===== src/rtl/counter_pkg.sv =====
// Shared constants and helpers for the up/down counter family.
// Direction encodings and the default terminal count for a given width.
package counter_pkg;

    localparam logic CNT_UP = 1'b1;
    localparam logic CNT_DN = 1'b0;

    // All-ones value for a WIDTH-bit counter. The shift is done in 64 bits so
    // that WIDTH=32 does not overflow.
    function automatic logic [31:0] default_max_count(input int unsigned width);
        logic [63:0] w_full;
        w_full = (64'd1 << width) - 64'd1;
        return w_full[31:0];
    endfunction

endpackage


===== src/rtl/counter_next_calc.sv =====
// Combinational next-count, terminal-count and over/underflow-event logic
// for up_down_counter_n. Priority is clr, then load, then count enable.
module counter_next_calc
    import counter_pkg::*;
#(
    parameter int              WIDTH    = 4,
    parameter logic [WIDTH-1:0] MAX_Q   = '1,
    parameter bit              SATURATE = 1'b0
) (
    input  logic [WIDTH-1:0] i_q,
    input  logic             i_clr,
    input  logic             i_load,
    input  logic [WIDTH-1:0] i_load_val,
    input  logic             i_en,
    input  logic             i_up_dn,
    output logic [WIDTH-1:0] o_next_q,
    output logic             o_tc,
    output logic             o_ovf_evt
);

    logic             w_at_max;
    logic             w_at_zero;
    logic             w_at_end;
    logic             w_count_active;
    logic [WIDTH-1:0] w_load_clamped;
    logic [WIDTH-1:0] w_wrap_up;
    logic [WIDTH-1:0] w_wrap_dn;

    assign w_at_max       = (i_q == MAX_Q);
    assign w_at_zero      = (i_q == '0);
    assign w_at_end       = (i_up_dn == CNT_UP) ? w_at_max : w_at_zero;
    assign w_count_active = i_en & ~i_clr & ~i_load;

    // The carry and the sticky-flag event are the same condition: a real
    // count step attempted at the end of the range in the current direction.
    assign o_tc      = w_count_active & w_at_end;
    assign o_ovf_evt = o_tc;

    assign w_load_clamped = (i_load_val > MAX_Q) ? MAX_Q : i_load_val;
    assign w_wrap_up      = SATURATE ? MAX_Q : '0;
    assign w_wrap_dn      = SATURATE ? '0 : MAX_Q;

    always_comb begin
        o_next_q = i_q;
        if (i_clr) begin
            o_next_q = '0;
        end else if (i_load) begin
            o_next_q = w_load_clamped;
        end else if (i_en) begin
            if (i_up_dn == CNT_UP) begin
                o_next_q = w_at_max ? w_wrap_up : (i_q + WIDTH'(1));
            end else begin
                o_next_q = w_at_zero ? w_wrap_dn : (i_q - WIDTH'(1));
            end
        end
    end

endmodule


===== src/rtl/up_down_counter_n.sv =====
// Parameterised up/down counter with clamped parallel load, wrap or saturate
// at the range ends, registered zero flag and sticky over/underflow flag.
module up_down_counter_n
    import counter_pkg::*;
#(
    parameter int          WIDTH     = 4,
    parameter logic [31:0] MAX_COUNT = default_max_count(WIDTH),
    parameter bit          SATURATE  = 1'b0
) (
    input  logic             clk,
    input  logic             rst_n,
    input  logic             clr,
    input  logic             load,
    input  logic [WIDTH-1:0] load_val,
    input  logic             en,
    input  logic             up_dn,
    output logic [WIDTH-1:0] q,
    output logic             tc,
    output logic             zero,
    output logic             ovf
);

    localparam logic [WIDTH-1:0] MAX_Q = MAX_COUNT[WIDTH-1:0];

    logic [WIDTH-1:0] r_q;
    logic             r_zero;
    logic             r_ovf;

    logic [WIDTH-1:0] w_next_q;
    logic             w_tc;
    logic             w_ovf_evt;

    counter_next_calc #(
        .WIDTH    (WIDTH),
        .MAX_Q    (MAX_Q),
        .SATURATE (SATURATE)
    ) u_next (
        .i_q        (r_q),
        .i_clr      (clr),
        .i_load     (load),
        .i_load_val (load_val),
        .i_en       (en),
        .i_up_dn    (up_dn),
        .o_next_q   (w_next_q),
        .o_tc       (w_tc),
        .o_ovf_evt  (w_ovf_evt)
    );

    // zero is derived from the next count so it changes on the same edge as q.
    always_ff @(posedge clk) begin
        if (!rst_n) begin
            r_q    <= '0;
            r_zero <= 1'b1;
            r_ovf  <= 1'b0;
        end else begin
            r_q    <= w_next_q;
            r_zero <= (w_next_q == '0);
            r_ovf  <= clr ? 1'b0 : (r_ovf | w_ovf_evt);
        end
    end

    assign q    = r_q;
    assign zero = r_zero;
    assign ovf  = r_ovf;
    assign tc   = w_tc;

endmodule


===== config.mk =====
export PLATFORM = sky130hd
export DESIGN_NAME = up_down_counter_n
export DESIGN_NICKNAME = d
export VERILOG_FILES = /design/src/rtl/counter_pkg.sv /design/src/rtl/counter_next_calc.sv /design/src/rtl/up_down_counter_n.sv
export SDC_FILE = /design/constraint.sdc
export NUM_CORES = 1
export LEC_CHECK = 0
export ABC_CLOCK_PERIOD_IN_PS = 1750
export CAP_MARGIN = 10
export CORE_AREA = 2 2 39 41
export DETAILED_ROUTE_END_ITERATION = 10
export DIE_AREA = 0 0 41 43
export GPL_TIMING_DRIVEN = 1
export PLACE_DENSITY = 0.65
export SLEW_MARGIN = 25
export SYNTH_ARGS = -nofsm -noshare
export SYNTH_HDL_FRONTEND = slang
export SYNTH_SLANG_ARGS = --single-unit
export TNS_END_PERCENT = 50

===== constraint.sdc =====
create_clock -name clk -period 1.75 [get_ports clk]
set_input_delay 0.525 -clock clk [delete_from_list [all_inputs] [get_ports clk]]
set_output_delay 0.525 -clock clk [all_outputs]
set_load 0.005 [all_outputs]

-- Word-level counts from Yosys, hierarchy flattened
Cells that the tools add are included.
- bits in registers: 6
- bits in latches: 0
- memory bits (writable): 0
- bits in read-only memories: 0
- bits of input ports: 10
- output and inout port bits: 7
- word-level logic and storage cells: 25
- memories kept: 0
- add/sub/neg operators: 2
- $mul: 0
- div/mod/pow operators: 0
- magnitude comparators: 1
- equality and inequality tests: 1
- shifts and indexed selects: 0
- mux-type cells: 8
- bitwise gates (word level): 7
- reductions and logical operators: 3
- operators with widths (kind ; number):
    4-bit two-way mux ; 7
    4-bit zero test ; 2
    4-bit by 1-bit adder with 4-bit output (second input constant) ; 1
    4-bit == test (second input constant) ; 1
    4-bit > comparator (second input constant) ; 1
    4-bit by 1-bit subtractor with 4-bit output (second input constant) ; 1
    1-bit AND ; 3
    1-bit inverter ; 3
    2-bit OR reduction ; 1
    1-bit two-way mux ; 1
    1-bit OR ; 1

-- Depth between registers and ports, before layout
- depth after elaboration: 7
- gate-level depth with buffers: 7
- depth with buffers taken out: 7

-- Hierarchy
From an unflattened synthesis, not the netlist that was laid out.
- cells, all modules: 56
- area, all modules: 459.2 µm²
- modules (own cells, without submodules) (module ; times used ; cells each ; area each (µm²) ; sequential area each (µm²)):
    counter_next_calc ; 1 ; 43 ; 285.3 ; 0.0
    up_down_counter_n ; 1 ; 13 ; 173.9 ; 120.1

-- Worst setup path before layout
No wires, ideal clock.
- kind: register to register
- start point: register r_q[0] (netlist: q[0])
- end point: register r_zero (netlist: zero)
- setup time: 66 ps
- arrival: 1878 ps
- required time: 1684 ps
- path slack: -194 ps
- stages on the path, launching flop included: 8
- path buffers: 0
- cells stage by stage: dfxtp_1 inv_1 ha_1 mux2_4 nand3_1 or3b_1 a311o_1 a21oi_2
- cells in the longest elaborated chain, start to end: 7
- ends and longest elaborated chain (item ; line ; text):
    start: declaration ; up_down_counter_n.sv:25 ; logic [WIDTH-1:0] r_q;
    start signal: assignment ; up_down_counter_n.sv:56 ; r_q <= w_next_q;
    4-bit by 1-bit subtractor with 4-bit output, or another cell as far along ; counter_next_calc.sv:53 ; o_next_q = w_at_zero ? w_wrap_dn : (i_q - WIDTH'(1));
    4-bit two-way mux, on equally long branches ; counter_next_calc.sv:53, counter_next_calc.sv:51 ;
    4-bit two-way mux ; counter_next_calc.sv:50 ; if (i_up_dn == CNT_UP) begin
    4-bit two-way mux * ; counter_next_calc.sv:49 ; end else if (i_en) begin
    4-bit two-way mux * ; counter_next_calc.sv:47 ; end else if (i_load) begin
    4-bit two-way mux * ; counter_next_calc.sv:45 ; if (i_clr) begin
    4-bit zero test * ; up_down_counter_n.sv:57 ; r_zero <= (w_next_q == '0);
    end signal: assignment ; up_down_counter_n.sv:57 ;
    end: declaration ; up_down_counter_n.sv:26 ; logic r_zero;
Every way passes the cells marked *; elsewhere a longest branch is shown, timed or not.
A chain may end at the register's enable or synchronous reset.

-- Final worst setup path
Ends and elaborated chain as after synthesis.

==> results.md <==
* Maximum fanout along the worst path at 3
* TritonCTS clock tree: built
* HP Start: ovf$_SDFF_PP0_
* Worst Tran Pin Value at 416 ps
* Most used cells in the layout excluding fill and tap cells: 17 x buf_4, 8 x clkdlybuf4s50_1, 6 x nor2_1
* Outcome: complete, but fails checks
* RD Place Congestion at 0.800
* Initial antenna violation count at 0
* Cell Area, Synth at 434 sq um
* Max_cap viols at 0
* Hold WS at 487 ps
* WP data required at 1940 ps
* WL/cell at 11.9 um
* Clock Skews at 0.886 ps
* # port buffers at 16
* Final hold vios at 0
* Pwr per Cell Area at 520 mW/mm^2
* Synth Instances at 54
* Number of global-route vias before repair at 514
* Chip Height at 43 um
* Initial drt markers at 6
* Critical path arrival at 2170 ps
* HP Class: flop to flop
* Clk_lat worst skew at 250 ps
* Crit path kind: flop to flop
* 1st-pass router iterations at 4
* Initial Util at 0.314
* Critical Path End Type: flop
* Critical Path Start Type: flop
* Commonest non-fill, non-tap cell in the layout: buf_4
* First-pass GRT wire length at 2.05 mm
* Drt total wl at 1.31 mm
* Critical-path top delay cell: or3b_4
* Final net count at 107
* Post-synth cell types at 28
* Clk sink count at 6
* Fillers at 119
* Post-synthesis sequential area ratio at 0.277
* Ys Warns at 0
* Worst hold path stage count at 2
* Slew headroom at 0.723
* Finish-stage setup viols at 3
* Synthesis-to-finish area growth at 99.4%
* Slew Viols, Final at 0
* Reg2reg start: q[0]$_SDFF_PN0_
* DPL Wire Length at 1.02 mm
* #FFs+latches synth at 6
* CP cell instances: ha_1 -> buf_4 -> mux2_4 -> nand3_1 -> or3b_4 -> a311o_1 -> a21oi_2
* Max Root-Sink Buffers at 2
* Routed Antenna Nets at 0
* Vias per inst at 5.15
* Hold_buf cts at 0
* Rows at 14
* Worst setup margin at -235 ps
* Die Area at 0.00176 sq mm
* Fmax achieved at 504 MHz
* # IOs at 17
* Core area at 0.00138 sq mm
* Asr flop ratio synth at 0
* Layout cells sized above 1 at 0.447
* CTS Buf Count at 3
* Total grt overflow at 0
* RSZ-0062 raised after global routing: yes
* Reg2Reg Setup Slack at -240 ps
* DRC at 0
* H-tree lvl count at 1
* Failing checks: setup timing
* Root Driver: clkbuf_4
* Chip width at 41 um
* GRT Resource Usage Total at 0.170
* Number of synthesized flops with an enable pin at 0
* Period Utilization, post-route at 1.13
* Largest net degree at the start of global routing at 8
* Main synth FF type: dfxtp_1
* Antenna fix cells at 0
* Reg-to-reg endpoint: zero$_SDFF_PN1_
* WHS Endpoint: ovf$_SDFF_PP0_
* Vias at 567
* Peak supply drop at 0.483 mV
* Clock transition at path regs at 50 ps
* R2R depth at 7
* Post-Syn Nets at 66
* Setup TNS at -452 ps
* Syn_area_per_cell at 8.04 sq um
* Max incr delay on CP at 380 ps
* Leakage at 0.415 nW
* Min Tclk post-route at 1990 ps
## synthesized netlist by cell type (2+ instances only)
library cell	number	share of area
a21oi_1	5	0.058
and2_1	2	0.029
nor3_1	2	0.023
and4_2	2	0.046
dfxtp_1	6	0.28
nor2_1	6	0.052
ha_1	2	0.058
o21ai_0	2	0.023
nor3b_1	2	0.035
a31oi_1	2	0.029
inv_1	6	0.052
## flip-flops by register name, summed over array words and instances (netlist names)
| signal | flops |
|---|---|
| q | 4 |
| zero | 1 |
| ovf | 1 |
## cell type report
class | instances | area, sq um | area share
multi-input cells | 42 | 340 | 0.393
repair buffers | 36 | 317 | 0.366
flip-flops and latches | 6 | 135 | 0.156
inverters | 6 | 27.5 | 0.0318
clock buffers | 4 | 26.3 | 0.0303
well taps | 16 | 20.0 | 0.0231
## worst max-delay path by stage
stage / start / end / cells past startpoint
finish: q[0]$_SDFF_PN0_ / zero$_SDFF_PN1_ / 7
global route: q[1]$_SDFF_PN0_ / tc / 6
CTS: q[1]$_SDFF_PN0_ / tc / 6
floorplan: q[0]$_SDFF_PN0_ / zero$_SDFF_PN1_ / 7
global placement: up_dn / tc / 5
detailed placement: up_dn / tc / 5
## power breakdown
group	internal, W	total, W	switching [W]
logic	0.0000967	0.000157	0.0000608
clock network	0.0000868	0.000143	0.0000566
registers	0.000142	0.000149	0.00000691
total	0.000326	0.000450	0.000124
## per-stage QoR
| step | util | setup slack [ps] | area [sq um] | total power, W | std cells |
|---|---|---|---|---|---|
| 2_1_floorplan | - | 4.32 | 444 | 0.000205 | 54 |
| 6_report | 0.626 | -235 | 866 | 0.000450 | 110 |
| 3_5_place_dp | 0.549 | -888 | 759 | 0.000291 | 104 |
| 4_1_cts | 0.613 | -216 | 848 | 0.000450 | 109 |
| 3_3_place_gp | 0.549 | -847 | 759 | 0.000290 | 104 |
| 5_1_grt | 0.626 | -268 | 866 | 0.000469 | 110 |
## metal layers
layer / track usage / vias up / part of all wire / routed length (um)
met5: 0 / - / 0 / 0
met2: 0.294 / 19 / 0.51 / 661
met4: 0.0600 / 0 / 0.015 / 19
met1: 0.194 / 267 / 0.44 / 573
li1: - / 279 / - / -
met3: 0.0314 / 2 / 0.041 / 53
## kinds of logic (layout without fill, tap and decap cells)
kind of cell               count (synthesis)  count (layout)  share of synthesized area
muxes                                      1               1                     0.0346
and+or+nand+nor                           22              22                      0.314
xor gates and xnor gates                   1               1                     0.0202
adders and majority gates                  2               2                     0.0576
buffers and inverters                      6              46                     0.0519
AOI/OAI and AO/OA                         16              16                      0.245
DFF                                        6               6                      0.277
## what timing repair did
| item | CTS | global route |
|---|---|---|
| setup endpoints to repair | 5 | 5 |
| setup buffers | 1 | 1 |
| pin swaps | 3 | 3 |
| gates resized for setup | 28 | 4 |
## critical path, delay by kind of cell, from the launching register on
family	cells	cell delay [ps]
adders and majority gates	1	200
AOI/OAI and AO/OA	2	510
buffers and inverters	1	140
and+or+nand+nor	2	460
muxes	1	260
DFF	1	350
Power figures use the tool's default switching activity.
==> RTL edit, RTL diff (same flow settings) <==
`WIDTH` is set to 4 in 2 places; all go to 3.
--- a/src/rtl/counter_next_calc.sv
+++ b/src/rtl/counter_next_calc.sv
@@ -3,7 +3,7 @@
 module counter_next_calc
     import counter_pkg::*;
 #(
-    parameter int              WIDTH    = 4,
+    parameter int              WIDTH    = 3,
     parameter logic [WIDTH-1:0] MAX_Q   = '1,
     parameter bit              SATURATE = 1'b0
 ) (
--- a/src/rtl/up_down_counter_n.sv
+++ b/src/rtl/up_down_counter_n.sv
@@ -3,7 +3,7 @@
 module up_down_counter_n
     import counter_pkg::*;
 #(
-    parameter int          WIDTH     = 4,
+    parameter int          WIDTH     = 3,
     parameter logic [31:0] MAX_COUNT = default_max_count(WIDTH),
     parameter bit          SATURATE  = 1'b0
 ) (
Interface: changed (resized load_val and q); port bits go from 17 to 15. No check against the original RTL was run, so the function may have changed too.
==> RTL edit against the unedited design <==
  * The run still ends with setup timing left
  * Area after synthesis shrank 21%
  * Setup slack worse by 0.042 ns
  * Routed wire length down 31%
  * Cell area is 22% lower
  * Worst hold slack worse by 0.0082 ns
  * Total power decreased by 17%
  * Critical path depth is 2 lower
  * Non-clock buffer count decreased by 8
  * Highest routed layer is now met3
  * Sequential cell count decreased by 1
  * Clock power decreased by 8%
  * Utilization down 14 points
  * Sequential share of layout area decreased by 0.21 points
  * Largest power group is now clock
==> RTL edit: results (changes against the unedited design) <==
| Metric | Value |
|---|---|
| Status | `finished, violations left` |
| Failing checks | `setup timing` |
| Mapped Nets | `51 (-23%)` |
| CTS Buffer Depth | `2 (unchanged)` |
| Cell count after synthesis | `38 (-30%)` |
| Post-Layout Cell Count | `86 (-22%)` |
| Lkg Pwr | `0.306 nW (-26%)` |
| Placed cells | `81 (-22%)` |
| CP max-delay cell | `or3b_1` |
| Post-Route WL | `900 um (-31%)` |
| Global placer's final weighted congestion | `0.719 (-10%)` |
| Initial antenna violation count | `0 (unchanged)` |
| Post-synth top cells | `dfxtp_1 (5), nor2_1 (5), ha_1 (4), inv_1 (4), a21oi_1 (3)` |
| Slew @ Worst Pin | `0.376 ns (-0.0393 ns)` |
| Largest net degree at the start of global routing | `7 (-1)` |
| Setup WS post-layout | `-0.277 ns (-0.0416 ns)` |
| Ys async rst share | `0% (unchanged)` |
| Clock transition at path regs | `0.04 ns` |
| Clock Latency Late Sink | `0.24 ns` |
| First-pass GRT wire length | `1.46 mm (-29%)` |
| Maximum fanout along the worst path | `2 (-1)` |
| CP peak stage delay | `0.36 ns (-0.02 ns)` |
| Via-to-Cell Ratio | `4.43 (-14%)` |
| First-pass iteration count of the detailed router | `2 (-2)` |
| Setup TNS | `-0.277 ns (+0.175 ns)` |
| 1st-iter DRT viols | `7 (+1)` |
| Final setup viols | `1 (-2)` |
| I/O Buffers | `14 (-2)` |
| H-tree depth | `1 (unchanged)` |
| Fraction of layout cells with a size suffix above 1 | `48.6% (+3.9 points)` |
| Worst path top cell family by delay | `simple AND/OR/NAND/NOR gates` |
| ANT cells | `0 (unchanged)` |
| Main flop type after synthesis | `dfxtp_1` |
| FILL cells | `140 (+18%)` |
| Hold WC Path Type | `reg -> reg` |
| Share of the yosys chip area belonging to registers | `29.1% (+1.4 points)` |
| DP Wirelength | `651 um (-36%)` |
| Setup Skew | `0.000967 ns (+0.0000802 ns)` |
| Fin nets | `84 (-21%)` |
| Num CTS Buffers | `3 (unchanged)` |
| Vias in the first global route | `375 (-27%)` |
| YS warnings | `0 (unchanged)` |
| Peak supply drop | `0.312 mV (-35%)` |
| Synth area leaders | `dfxtp_1 (29%), ha_1 (15%), nor2_1 (5.5%)` |
| Cell variety after synth | `21 (-25%)` |
| Max FFs per register | `3 (-1)` |
| Arr. time, crit path | `1.50 ns (-0.67 ns)` |
| Gr usage total | `12.3% (-4.6 points)` |
| Clock Tree Root | `clkbuf_4` |
-- RTL edit: cell count changes after synthesis, moves of 2 or more --
cell,change
and4_2,-2
and2_1,-2
nand2b_1,+2
a31oi_1,-2
o21ai_0,-2
ha_1,+2
a21oi_1,-2
nor3b_1,-2
inv_1,-2
-- RTL edit: timing repair --
| action | 4_1_cts | 5_1_grt |
|---|---|---|
| pin swaps | 3 | 3 |
| setup endpoints to repair | 1 | 4 |
| gates resized for setup | 14 | 7 |
| buffers inserted | 1 | 0 |
-- RTL edit: path summary, 6_finish.rpt --
kind	startpoint	to	slack (ns)	cells after the start
min	ovf	ovf	0.48	2
max reg2reg	q[1]	zero	0.08	8
min reg2reg	ovf	ovf	0.48	2
max	q[1]	tc	-0.28	5
-- RTL edit: metal layers --
metal	GRT usage (%)	routed length, um
met4	6.00	0
met3	3.66	61
met5	0	0
met2	18.4	460
met1	15.4	377
-- RTL edit: final cells by class --
| type | count | area share [%] |
|---|---|---|
| clock buffers | 4 | 3.90 |
| inverters | 4 | 2.23 |
| multi-input cells | 29 | 39.9 |
| flip-flops and latches | 5 | 15.4 |
| well taps | 16 | 2.97 |
| repair buffers | 28 | 35.6 |
-- RTL edit: cells by family (layout without fill, tap and decap cells) --
| logic type | after synthesis | count (layout) | synth area share, % |
|---|---|---|---|
| AO/OA/AOI/OAI | 10 | 10 | 25.8 |
| XOR/XNOR | 1 | 1 | 2.55 |
| adder cells (fa/ha/maj) | 4 | 4 | 14.5 |
| buffers and inverters | 4 | 36 | 4.36 |
| flip-flops | 5 | 5 | 29.1 |
| AND/OR/NAND/NOR | 14 | 14 | 23.6 |
-- RTL edit: worst reg2reg max path: stages, from the launching register on --
cell and delay (ns):
dfxtp_2 0.33, inv_2 0.05, buf_4 0.12, buf_4 0.12, ha_2 0.17, or3_4 0.33
a221oi_2 0.32, a2111oi_4 0.07, nor3_2 0.10
-- RTL edit: where the power goes --
part	leakage, nW	internal (mW)	switching (mW)	total, mW
logic	0.249	0.0705	0.0452	0.116
registers	0.0423	0.122	0.00375	0.126
clock network	0.0150	0.0861	0.0455	0.132
-- RTL edit: stage by stage --
step | instance area, um^2 | total power, mW | util, % | setup slack [ns] | hold slack [ns]
after floorplan | 344 | 0.166 | - | 0.0293 | 0.465
after global placement | 602 | 0.231 | 43.5 | -0.903 | 0.459
after detailed placement | 602 | 0.232 | 43.5 | -0.900 | 0.462
after CTS | 643 | 0.371 | 46.5 | -0.298 | 0.484
after global routing | 674 | 0.399 | 48.7 | -0.351 | 0.499
final | 674 | 0.373 | 48.7 | -0.277 | 0.479
